==> src/rtl/serial_adder.sv <==
// Bit-serial two's-complement adder: adds two SIZE-bit signed operands one bit per
// clock, LSB first, and returns a sign-extended SIZE+1-bit sum with an overflow flag.
module serial_adder #(
  parameter int SIZE = 8
) (
  input  logic            clk,
  input  logic            rst_n,
  input  logic            start,
  input  logic [SIZE-1:0] a,
  input  logic [SIZE-1:0] b,
  output logic            busy,
  output logic            done,
  output logic [SIZE:0]   result,
  output logic            overflow
);

  localparam int CW = $clog2(SIZE + 1);
  localparam logic [CW-1:0] LAST = CW'(SIZE - 1);

  typedef enum logic [1:0] {
    IDLE,
    RUN,
    DONE
  } state_e;

  state_e          state_q, state_d;
  logic [SIZE-1:0] a_sh_q, a_sh_d;
  logic [SIZE-1:0] b_sh_q, b_sh_d;
  logic [SIZE-1:0] acc_q, acc_d;
  logic            carry_q, carry_d;
  logic [CW-1:0]   count_q, count_d;
  logic [SIZE:0]   result_q, result_d;
  logic            overflow_q, overflow_d;

  logic            sum_bit;
  logic            carry_out;
  logic            sign_bit;
  logic [SIZE-1:0] acc_next;

  always_comb begin
    sum_bit   = a_sh_q[0] ^ b_sh_q[0] ^ carry_q;
    carry_out = (a_sh_q[0] & b_sh_q[0]) | (a_sh_q[0] & carry_q) | (b_sh_q[0] & carry_q);
    acc_next  = {sum_bit, acc_q[SIZE-1:1]};
    // On the last bit the shift registers still hold the operand MSBs in bit 0.
    sign_bit  = a_sh_q[0] ^ b_sh_q[0] ^ carry_out;

    state_d    = state_q;
    a_sh_d     = a_sh_q;
    b_sh_d     = b_sh_q;
    acc_d      = acc_q;
    carry_d    = carry_q;
    count_d    = count_q;
    result_d   = result_q;
    overflow_d = overflow_q;

    case (state_q)
      IDLE: begin
        if (start) begin
          a_sh_d  = a;
          b_sh_d  = b;
          acc_d   = '0;
          carry_d = 1'b0;
          count_d = '0;
          state_d = RUN;
        end
      end
      RUN: begin
        a_sh_d  = a_sh_q >> 1;
        b_sh_d  = b_sh_q >> 1;
        acc_d   = acc_next;
        carry_d = carry_out;
        count_d = count_q + CW'(1);
        if (count_q == LAST) begin
          result_d   = {sign_bit, acc_next};
          overflow_d = sign_bit ^ sum_bit;
          state_d    = DONE;
        end
      end
      DONE: begin
        state_d = IDLE;
      end
      default: begin
        state_d = IDLE;
      end
    endcase
  end

  always_ff @(posedge clk or negedge rst_n) begin
    if (!rst_n) begin
      state_q    <= IDLE;
      a_sh_q     <= '0;
      b_sh_q     <= '0;
      acc_q      <= '0;
      carry_q    <= 1'b0;
      count_q    <= '0;
      result_q   <= '0;
      overflow_q <= 1'b0;
    end else begin
      state_q    <= state_d;
      a_sh_q     <= a_sh_d;
      b_sh_q     <= b_sh_d;
      acc_q      <= acc_d;
      carry_q    <= carry_d;
      count_q    <= count_d;
      result_q   <= result_d;
      overflow_q <= overflow_d;
    end
  end

  assign busy     = (state_q != IDLE);
  assign done     = (state_q == DONE);
  assign result   = result_q;
  assign overflow = overflow_q;

endmodule

==> config.mk <==
export PLATFORM = sky130hd
export DESIGN_NAME = serial_adder
export DESIGN_NICKNAME = d
export VERILOG_FILES = /design/src/rtl/serial_adder.sv
export SDC_FILE = /design/constraint.sdc
export NUM_CORES = 1
export LEC_CHECK = 0
export BUFFER_PORTS_ARGS = -buffer_cell sky130_fd_sc_hd__buf_2
export CORE_MARGIN = 8
export CORE_UTILIZATION = 50
export CTS_BUF_LIST = sky130_fd_sc_hd__clkbuf_16
export DETAILED_ROUTE_END_ITERATION = 8
export PLACE_DENSITY = 0.83
export SLEW_MARGIN = 20
export SYNTH_ARGS = -nofsm -noshare
export SYNTH_HDL_FRONTEND = slang
export SYNTH_SLANG_ARGS = --single-unit
export TNS_END_PERCENT = 100
==> constraint.sdc <==
create_clock -name clk -period 2 [get_ports clk]
set_clock_uncertainty 0.1 [all_clocks]
set_input_delay 0.1 -clock clk [delete_from_list [all_inputs] [get_ports clk]]
set_output_delay 0.1 -clock clk [all_outputs]
set_load 0.03 [all_outputs]
# After elaboration in Yosys (flattened, before gate mapping)
# Index checks and enable logic that the tools add are counted.
dict set report totals {
  output_inout_bits 12
  wordCells 42
  in_bits 19
  regBits 41
}
dict set report classes {
  n_mux 13
  eq_ne 5
  bitwise_logic 9
  reduce_logical 6
  add_sub_neg 1
}
# op n
set op_table {}
lappend op_table {{case mux 8 bit (2 select lines)} 3}
lappend op_table {{2-to-1 mux 8 bit} 3}
lappend op_table {{case mux 4 bit (2 select lines)} 1}
lappend op_table {{AND reduction 2 bit} 3}
lappend op_table {{adder 4 x 1 -> 4 bit, second input constant} 1}
lappend op_table {{equality test 4 x 3 -> 1 bit, second input constant} 1}
lappend op_table {{2-to-1 mux 2 bit} 2}
lappend op_table {{2-to-1 mux 4 bit} 1}
lappend op_table {{!= test 2 bit, second input constant} 2}
lappend op_table {{case mux 2 bit (2 select lines)} 1}
lappend op_table {{nonzero test 2 bit} 2}
lappend op_table {{bitwise XOR 1 bit} 4}
lappend op_table {{AND 1 bit} 3}
lappend op_table {{equality test 2 x 1 -> 1 bit, second input constant} 1}
lappend op_table {{equality test 2 bit, second input constant} 1}
lappend op_table {{zero test 2 bit} 1}
lappend op_table {{bitwise OR 1 bit} 2}
lappend op_table {{case mux 1 bit (2 select lines)} 1}
lappend op_table {{2-to-1 mux 1 bit} 1}

# Logic depth before layout (Yosys ltp)
dict set report logic_depth {
  word_depth 5
  depth_mapped 5
  mapped_depth_nobuf 4
}

# Least setup slack after synthesis
# No wires, ideal clock.
dict set report synth_timing {
  kind {register to register}
  from {register a_sh_q[0]}
  to {register overflow_q (netlist: overflow)}
  slack_ns 0.434
  t_required_ns 1.775
  setup_time_ns 0.125
  n_path_buf 0
  stages_incl_launch_ff 5
  synth_period_minus_slack_ns 1.566
  arrival_time_ns 1.341
  path_cell_list {dfrtp_1 -> inv_1 -> fa_1 -> xnor2_1 -> mux2_2}
}
dict set report synth_between {
  elab_chain_cells 5
  elab_cells_between_ends 8
  cone_classes {bitwise (8)}
}
# element line_no
set synth_lines {}
lappend synth_lines {{start: declaration} 27} ;# logic [SIZE-1:0] a_sh_q, a_sh_d;
lappend synth_lines {{start signal: assignment} 100} ;# a_sh_q <= a_sh_d;
lappend synth_lines {{AND 1 bit} 42} ;# carry_out = (a_sh_q[0] & b_sh_q[0]) | (a_sh_q[0] & carry_q) | (b_sh_q[0] & carry_q);
lappend synth_lines {{bitwise OR 1 bit (2 in series)} 42}
lappend synth_lines {{bitwise XOR 1 bit} 45} ;# sign_bit = a_sh_q[0] ^ b_sh_q[0] ^ carry_out;
lappend synth_lines {{bitwise XOR 1 bit *} 75} ;# overflow_d = sign_bit ^ sum_bit;
lappend synth_lines {{end signal: assignment} 106} ;# overflow_q <= overflow_d;
lappend synth_lines {{end: declaration} 33} ;# logic overflow_q, overflow_d;
# Mark *: on every way between the ends. The rest lies on a longest branch, timed or not.
# A chain may end at the register's enable or synchronous reset.

# Final worst setup path
dict set report layout_timing {
  from {register state_q[0]}
  to {register b_sh_q[5]}
}
dict set report layout_between {
  elab_chain_cells 3
  elab_cells_between_ends 6
  cone_classes {eq/ne (2); mux (1); reduce/logical (3)}
}
# element line_no
set layout_lines {}
lappend layout_lines {{start: declaration} 26} ;# state_e state_q, state_d;
lappend layout_lines {{start signal: assignment} 99} ;# state_q <= state_d;
lappend layout_lines {{equality test 2 x 1 -> 1 bit / zero test 2 bit (equally long branches)} 56} ;# case (state_q)
lappend layout_lines {{nonzero test 2 bit (no source line) / != test 2 bit (equally long branches)} n/a}
lappend layout_lines {{AND reduction 2 bit (no source line)} n/a}
lappend layout_lines {{end signal: assignment} 101} ;# b_sh_q <= b_sh_d;
lappend layout_lines {{end: declaration} 28} ;# logic [SIZE-1:0] b_sh_q, b_sh_d;
# Several ways; a longest one is shown, not always the timed one.

==> metrics <==
clock-pin slew on the worst setup and hold paths=0.06 ns; share of the core filled with cells=0.609; Synth async-reset ratio=1.00; Syn Inst Count=162; Worst VDD drop=0.881 mV; Min-Delay Path Class=input pin to register; crit path max-delay cell type=nor2b_1; Nets=219; worst path cell trace=nor2b_1, buf_4, a22oi_1, o21ai_0; Crit. path cell count=4; synth warn=0; Storage cell area=1000 um2; outcome=complete, no violations; first-pass GRT wire length=6500 um; Reg2Reg Launch Point=state_q[0]$_DFFE_PN0P_; vias in the first global route=1371; Seq/Total Area, Yosys=0.543; post-CTS resize count=0; number of CTS-inserted buffers=5; final period demand of the worst path=1.78 ns; HPWL Detailed=2540 um; overall routing resource usage=0.134; Post-route DRC=0; Multi-input gate area=762 um2; critical path class=register to register; initial antenna violation count=0; MaxCap Viol Count=0; CORE AREA=3610 um2; Max Buffers Root-to-Sink=2; endpoints failing setup=0; hold endpoint=a_sh_q[3]$_DFFE_PN0P_; setup TNS=0 ns; diode count=0; Setup Buffers After CTS=0; die height=76.7 um; IO Count=31; total power=0.00349 W; CP startpoint kind=register; FF+latch count, synth=40; worst skew pair latency=0.28 ns; Worst Tran Pin Value=0.969 ns; Post-DRT Antenna Nets=0; Worst Path Buf+Inv=1; mean number of vias per cell=5.47; EDFF count, synth=0; Data arrival, critical path=1.87 ns; P_leak=1.04 nW; Initial Util=0.511; Rel. slew slack=0.353; WL/cell=15.1 um; DP Worst Slack=0.220 ns; Max Fclk=561 MHz; Critical Path Fanout Max=14; FF-to-FF End=b_sh_q[5]$_DFFE_PN0P_; Mapped Area=1840 um2; most common cell after layout, fill and taps aside=dfrtp_1; Distinct cells, synth=26; num rows=22; Die Wd=76.7 um; Power Dens Cells=1590 nW/um2; CP required=2.09 ns; total gr overflow=0; Detailed Route Iter0 Violations=113; Synth Flop Type=dfrtp_1; final period utilization=0.891; CP max stage delay=0.77 ns; setup ws final=0.218 ns; most frequent cells in the layout=dfrtp_1, buf_2, o21ai_0, a21oi_1, a22oi_1; pin count of the biggest net entering global routing=24; Die Area=5880 um2; Fin. Hold Viols=0; WHS=0.00879 ns; synthesized area per cell=11.4 um2; Hold Crit Depth=3; Mapped Nets=184; via count=1345; layout cells sized above 1=0.278; Crit. End Element=register; # hold bufs at CTS=2; CTS tree=done; Hold Startpoint=a[3]; Root Buffer=clkbuf_16; Slew Limit Fails=0; fillers=296; reg2reg setup slack=0.22 ns; worst-case reg-to-reg path depth=4; unrepaired setup endpoints after global routing=false; gpl congestion=0.789; port bufs=30; Area growth syn-to-layout=19.3%; routed wire length=3710 um; H-tree depth=2; Top Family by Delay on Critical Path=simple AND/OR/NAND/NOR gates; first-pass iteration count of the detailed router=4; clock sink total=40
[per-stage QoR]
| stage | cells | instance area [um2] |
|---|---|---|
| 2_1_floorplan | 162 | 1840 |
| 3_3_place_gp | 236 | 2040 |
| 3_5_place_dp | 236 | 2040 |
| 4_1_cts | 246 | 2200 |
| 5_1_grt | 246 | 2200 |
| 6_report | 246 | 2200 |
[worst max path at each step]
stage,start,to
final,state_q[0]$_DFFE_PN0P_,b_sh_q[5]$_DFFE_PN0P_
after global routing,state_q[0]$_DFFE_PN0P_,count_q[0]$_DFFE_PN0P_
after CTS,state_q[0]$_DFFE_PN0P_,count_q[0]$_DFFE_PN0P_
after detailed placement,state_q[0]$_DFFE_PN0P_,count_q[0]$_DFFE_PN0P_
after global placement,state_q[0]$_DFFE_PN0P_,count_q[2]$_DFFE_PN0P_
after floorplan,a_sh_q[0]$_DFFE_PN0P_,overflow$_DFFE_PN0P_
[kinds of logic after synthesis]
family | count (synthesis) | synth area share
AND/OR/NAND/NOR | 33 | 0.113
XOR/XNOR | 1 | 0.00476
buffers and inverters | 15 | 0.0428
flip-flops | 40 | 0.543
AO/OA/AOI/OAI | 59 | 0.201
multiplexers | 11 | 0.0666
adder cells (fa/ha/maj) | 3 | 0.0285
[sequential cells by signal, summed over array words and instances (netlist names)]
name,cells
count_q,4
b_sh_q,8
overflow,1
result,9
a_sh_q,8
state_q,2
carry_q,1
acc_q,7
[synth_stat cells, types with 3 or more instances]
master    number  area [um2]
dfrtp_1       40        1000
o21ai_0       17        85.1
a21oi_1       15        75.1
a22oi_1       14         105
mux2_2        10         113
nor2b_1        9        56.3
a22o_1         8        70.1
and2b_1        8        60.1
nand2_1        7        26.3
buf_2          6        30.0
inv_1          4        15.0
clkbuf_1       3        11.3
nand3_1        3        15.0
[where the power goes]
group	internal (W)	switching (W)	total, W
Sequential	0.00114	0.000235	0.00137
Combinational	0.000587	0.000793	0.00138
Clock	0.000448	0.000285	0.000733
Total	0.00217	0.00131	0.00349
[cell type report]
cell class	count	share of cell area
sequential	40	0.456
clock buffer	5	0.0569
multi-input combinational	107	0.347
clock inverter	3	0.00513
inverter	4	0.00683
timing repair buffer	39	0.101
tap	48	0.0273
[routing by layer]
layer | vias up | GRT usage | wire, um
li1 | 645 | - | -
met1 | 656 | 0.176 | 1730
met2 | 39 | 0.204 | 1750
met3 | 5 | 0.0361 | 193
met4 | 0 | 0.0519 | 36
met5 | - | 0 | 0
[worst register-to-register path: stages (launching register included)]
cell and delay (ns):
dfrtp_1 0.35, nor2b_1 0.77, buf_4 0.30, a22oi_1 0.07, o21ai_0 0.10
Power figures use the tool's default switching activity.
